### src/rtl/matmul_seq_ctrl.sv
// Fetch-side sequencer for MATMUL2 microcode entry/exit, PC save/restore and IMEM select.
// Optional watchdog forced-exit when MATMUL_WDOG_EN is defined (adds wdog_trip port).
module matmul_seq_ctrl #(
   parameter logic [31:0] UCODE_BASE = 32'h0000_0000,
   parameter int          WDOG_MAX   = 256,
   parameter int          CNT_W      = 16
) (
   input  logic             clk,
   input  logic             reset,
   input  logic [31:0]      instr_f,
   input  logic [31:0]      pc_f,
   input  logic             stall_f,
   input  logic             flush_d,
   output logic             pc_redir_valid,
   output logic [31:0]      pc_redir,
   output logic             im_sel,
   output logic             save_pc,
   output logic             toggle_fsm,
   output logic             state,
   output logic [31:0]      pc_backup,
   output logic [CNT_W-1:0] ucode_cnt,
`ifdef MATMUL_WDOG_EN
   output logic             wdog_trip,
`endif
   output logic             nest_err
);

   typedef enum logic [1:0] {NORMAL, ENTER, MATMUL2, EXIT} st_e;

`ifdef MATMUL_WDOG_EN
   localparam bit WDOG_EN = 1'b1;
`else
   localparam bit WDOG_EN = 1'b0;
`endif
   localparam logic [CNT_W-1:0] WDOG_LIM = CNT_W'(WDOG_MAX - 1);

   st_e  st;
   logic accept, is_op, dec_start, dec_end;
   logic go_enter, go_exit, wdog_hit, nest_hit;

   assign accept    = !stall_f && !flush_d;
   assign is_op     = (instr_f[6:0] == 7'b1111010);
   assign dec_start = is_op && (instr_f[14:12] == 3'b000);
   assign dec_end   = is_op && (instr_f[14:12] == 3'b111);

   // Watchdog fires on the fetch that would take the session past WDOG_MAX
   assign wdog_hit = WDOG_EN && (st == MATMUL2) && accept && (ucode_cnt == WDOG_LIM);
   assign go_enter = (st == NORMAL) && accept && dec_start;
   assign go_exit  = (st == MATMUL2) && accept && (dec_end || wdog_hit);
   assign nest_hit = accept && (((st == MATMUL2) && dec_start) || ((st == NORMAL) && dec_end));

   assign save_pc        = go_enter;
   assign toggle_fsm     = go_enter || go_exit;
   assign pc_redir_valid = go_enter || go_exit;
   assign pc_redir       = go_enter ? UCODE_BASE : (go_exit ? pc_backup + 32'd4 : 32'd0);
   assign state          = (st == ENTER) || (st == MATMUL2);

   always_ff @(posedge clk or negedge reset) begin
      if (!reset) begin
         st        <= NORMAL;
         im_sel    <= 1'b0;
         pc_backup <= '0;
         ucode_cnt <= '0;
         nest_err  <= 1'b0;
`ifdef MATMUL_WDOG_EN
         wdog_trip <= 1'b0;
`endif
      end else begin
         if (nest_hit) nest_err <= 1'b1;
         case (st)
            NORMAL: if (go_enter) begin
               pc_backup <= pc_f;
               im_sel    <= 1'b1;
               ucode_cnt <= '0;
               st        <= ENTER;
            end
            ENTER: if (!stall_f) begin
               // First microcode fetch happens here and counts toward the session
               if (!flush_d && ucode_cnt != '1) ucode_cnt <= ucode_cnt + 1'b1;
               st <= MATMUL2;
            end
            MATMUL2: begin
               if (accept && ucode_cnt != '1) ucode_cnt <= ucode_cnt + 1'b1;
               if (go_exit) begin
                  im_sel <= 1'b0;
                  st     <= EXIT;
               end
`ifdef MATMUL_WDOG_EN
               if (wdog_hit) wdog_trip <= 1'b1;
`endif
            end
            EXIT: if (!stall_f) st <= NORMAL;
            default: st <= NORMAL;
         endcase
      end
   end

endmodule

### config.mk
export PLATFORM = sky130hd
export DESIGN_NAME = matmul_seq_ctrl
export DESIGN_NICKNAME = d
export VERILOG_FILES = /design/src/rtl/matmul_seq_ctrl.sv
export SDC_FILE = /design/constraint.sdc
export NUM_CORES = 1
export LEC_CHECK = 0
export CORE_ASPECT_RATIO = 1.75
export CORE_MARGIN = 4
export CORE_UTILIZATION = 41
export DETAILED_ROUTE_END_ITERATION = 16
export PLACE_DENSITY = 0.79
export RECOVER_POWER = 100
export SYNTH_ARGS = -nofsm -noshare
export SYNTH_HDL_FRONTEND = slang
export SYNTH_SLANG_ARGS = --single-unit
export TNS_END_PERCENT = 30
### constraint.sdc
create_clock -name clk -period 2.6 [get_ports clk]
set_input_delay 0.52 -clock clk [delete_from_list [all_inputs] [get_ports clk]]
set_output_delay 0.52 -clock clk [all_outputs]
set_load 0.01 [all_outputs]
==> flow_summary.toml <==
[synth]
synth_xor_area_share_pct = 6.36
yosysSeqAreaShare_pct = 41.1
synth.cell_area_mm2 = 0.00317
synth_top_family_by_area = "simple AND/OR/NAND/NOR gates"
synth-edff-count = 0
async_flop_share_pct = 100
synth-compound-area-share_pct = 13.0
yosysWarnings = 0
ys_types = 43
synthAdderAreaFrac_pct = 2.37
synth_seq_cells = 52
synth-simple-area-share_pct = 21.4
synth_cells = 341
synth.net_count = 415
synth.area.mux_share_pct = 10.8
syn_area_per_cell_um2 = 9.28
synth_flop_cell = "dfrtp_1"

[place]
io_buffers = 131
dp.cells = 594
post-dp-hpwl_um = 7870
place.gp.congestion = 0.943

[worst_setup_path]
endpoint_kind = "primary output"
worst_r2r_path_depth = 8
cpLargestDelayFamily = "simple AND/OR/NAND/NOR gates"
regToRegEndpoint = "ucode_cnt[3]"
critPathArrivalTime_ns = 2.29
rr_startpoint = "ucode_cnt[0]"
critPathKind = "reg2out"
required_ns = 2.08
critPathMostFrequentCell = "buf_4"
cp_cell_sequence = "ha_2 -> nand4_1 -> buf_4 -> buf_4 -> nor3_4 -> nand2_1 -> or3_1 -> a21oi_2 -> buf_2"
cp-startpoint = "pc_backup[2]"
path_buf_inv = 3
path_max_fanout = 3
critical_path.max_stage_delay_ns = 0.38
worst_path_max_delay_cell = "dfrtp_1"
r2r_slack_ns = 0.11
cp-start-kind = "flip-flop"

[hold_path]
whs_path_depth = 1
worstHoldStart = "nest_err"
min_to = "nest_err"
min_path_type = "reg2reg"

[global_route]
antenna_found_initial = 0
grt_overflow = 0
track_usage_pct = 24.0
grt_pass1_vias = 3559
grt_first_pass_wirelength_um = 17300
grt_max_degree = 28

[clock_tree]
clk_latency_ns = 0.29
clock_sinks = 52
cts_root_buffer = "clkbuf_16"
clk_pin_slew_worst_paths_ns = 0.07
clockBufferDepth = 2
h-tree-depth = 2
cts_hold_buf = 0
cts_buffers = 5
cts_tree = "done"

[floorplanning]
die_height_um = 124
fp-row-count = 42
core_mm2 = 0.00757
die-area_mm2 = 0.00925
die_w_um = 74.4
start_util_pct = 41.8
pin_count = 154

[finish]
final_nets = 602
area_growth_pct = 65.5
drive_gt1_share_pct = 30.8
antenna_cells = 0
instances_no_fill = 617

[drt]
first_pass_iters = 4
via_per_inst = 5.57
vias = 3435
ant_nets = 0
drt-initial-drc-count = 166
drc = 0
wl_um = 11200
wl_per_cell_um = 18.1

[sta]
finalHoldViolCount = 0
timing.fmax_mhz = 356
tightest_slew_ns = 1.41
max_slew_margin_pct = 5.77
fin_ws_ns = -0.207
finalCriticalPeriod_ns = 2.81
rsz0062_at_grt = "true"
post-route-period-util_pct = 108
finalMaxSlewViolations = 0
finClkSkew_ns = 0.00335
setup_viol = 24
fin_setup_tns_ns = -1.25

[pwr]
swShare_pct = 33.3
pwr-share-seq_pct = 33.5
p_leak_nw = 2.51
pwr-share-comb_pct = 37.5
p_int_mw = 1.83
p_clk_share_pct = 29.0
switchingPower_mw = 0.912
peakVddDrop_mv = 0.713
p_per_area_mw_per_mm2 = 523

[run_status]
status = "complete, but fails checks"
violations = "negative setup slack"

[flow_run]
maxCapViolations = 0
## metrics by stage
stage | area [um^2] | hold slack, ns | power (mW) | worst slack, ns | util, %
floorplan | 3170 | 0.224 | 1.52 | 0.0502 | -
global placement | 4960 | 0.447 | 2.01 | -0.352 | 65.5
detailed placement | 4960 | 0.454 | 2.03 | -0.366 | 65.5
CTS | 5200 | 0.253 | 2.84 | -0.162 | 68.7
global route | 5240 | 0.475 | 2.90 | -0.258 | 69.2
finish | 5240 | 0.462 | 2.74 | -0.207 | 69.2
## layout make-up
class                      count  area (um^2)
tap                           88          110
timing repair buffer         201         1700
sequential                    52         1300
clock inverter                 1         30.0
inverter                      16         60.1
fill                         550         2330
multi-input combinational    252         1880
clock buffer                   7          153
## cell usage in the layout, fill, tap and decap left out, types with 3 or more instances in the layout
| cell | Yosys | layout |
|---|---|---|
| a21oi_1 | 8 | 5 |
| a21oi_2 | 0 | 3 |
| and3_1 | 8 | 7 |
| and4_1 | 5 | 5 |
| buf_2 | 2 | 31 |
| buf_4 | 1 | 54 |
| buf_6 | 1 | 5 |
| clkbuf_1 | 18 | 5 |
| clkbuf_16 | 0 | 5 |
| clkbuf_2 | 0 | 7 |
| clkdlybuf4s50_1 | 0 | 37 |
| dfrtp_1 | 52 | 52 |
| dlygate4sd2_1 | 0 | 4 |
| dlygate4sd3_1 | 0 | 53 |
| ha_1 | 6 | 5 |
| inv_1 | 16 | 16 |
| mux2_2 | 26 | 26 |
| mux2i_1 | 5 | 5 |
| nand2_1 | 21 | 20 |
| nand3_1 | 20 | 17 |
| nand4_1 | 6 | 6 |
| nor2_1 | 40 | 38 |
| nor3_1 | 13 | 4 |
| nor3_2 | 0 | 5 |
| nor3_4 | 0 | 4 |
| o21a_1 | 3 | 3 |
| o21ai_0 | 12 | 12 |
| o31ai_1 | 7 | 7 |
| o41ai_1 | 14 | 14 |
| or3_1 | 7 | 6 |
| xnor2_1 | 18 | 17 |
| xor2_1 | 5 | 5 |
## state kept, by name, indices dropped and copies added (netlist names)
name and flops:
nest_err 1, ucode_cnt 16, pc_backup 32, im_sel 1
st 2
## power by group through the flow
stage	clock (mW)	combinational, mW	sequential (mW)
floorplan	0	0.586	0.936
global placement	0	1.08	0.929
detailed placement	0	1.10	0.931
CTS	0.808	1.12	0.918
global route	0.841	1.14	0.923
finish	0.795	1.03	0.917
## per-layer routing
layer  GRT usage, %  vias to the layer above  part of all wire, %
li1               -                     1606                    -
met1           24.4                     1656                   35
met2           44.4                      141                   56
met3           4.21                       32                  5.5
met4           11.5                        0                  4.0
met5              0                        -                    0
## how the worst max path moves through the flow
stage	endpoint	slack [ns]	depth (start not counted)
after CTS	pc_redir[30]	-0.16	8
after floorplan	pc_redir[31]	0.05	7
after global placement	pc_redir[28]	-0.35	7
after global routing	pc_redir[28]	-0.26	9
after detailed placement	pc_redir[15]	-0.37	7
final	pc_redir[28]	-0.21	9
## kinds of logic (layout without fill, tap and decap cells)
| family | Yosys count | in the layout |
|---|---|---|
| adders and majority gates | 6 | 6 |
| and+or+nand+nor | 134 | 135 |
| muxes | 31 | 31 |
| DFF | 52 | 52 |
| AOI/OAI and AO/OA | 57 | 57 |
| buffers and inverters | 38 | 225 |
| xor gates and xnor gates | 23 | 23 |
## worst reg2reg max path, delay by kind of cell, from the launching register on
kind	cells	cell delay [ns]
buffers and inverters	2	0.45
AND/OR/NAND/NOR	3	0.71
adder cells (fa/ha/maj)	1	0.25
AO/OA/AOI/OAI	2	0.57
flip-flops	1	0.43
## Yosys cell counts (all sizes together) (12+ instances only)
cell type | n | area [um^2]
dfrtp | 52 | 1300
nor2 | 40 | 150
mux2 | 26 | 293
nand2 | 21 | 78.8
nand3 | 20 | 100
clkbuf | 18 | 67.6
xnor2 | 18 | 158
inv | 16 | 60.1
o41ai | 14 | 123
nor3 | 13 | 65.1
o21ai | 12 | 60.1
## repair_timing
action                     in CTS  in global routing
cloned                          3                  0
setup buffers                   4                  8
setup endpoints to repair      35                 19
hold endpoints to repair        0                  0
pin swaps                       9                 10
gates resized for setup       150                 31
No activity file was read; power rests on OpenSTA's default activity.
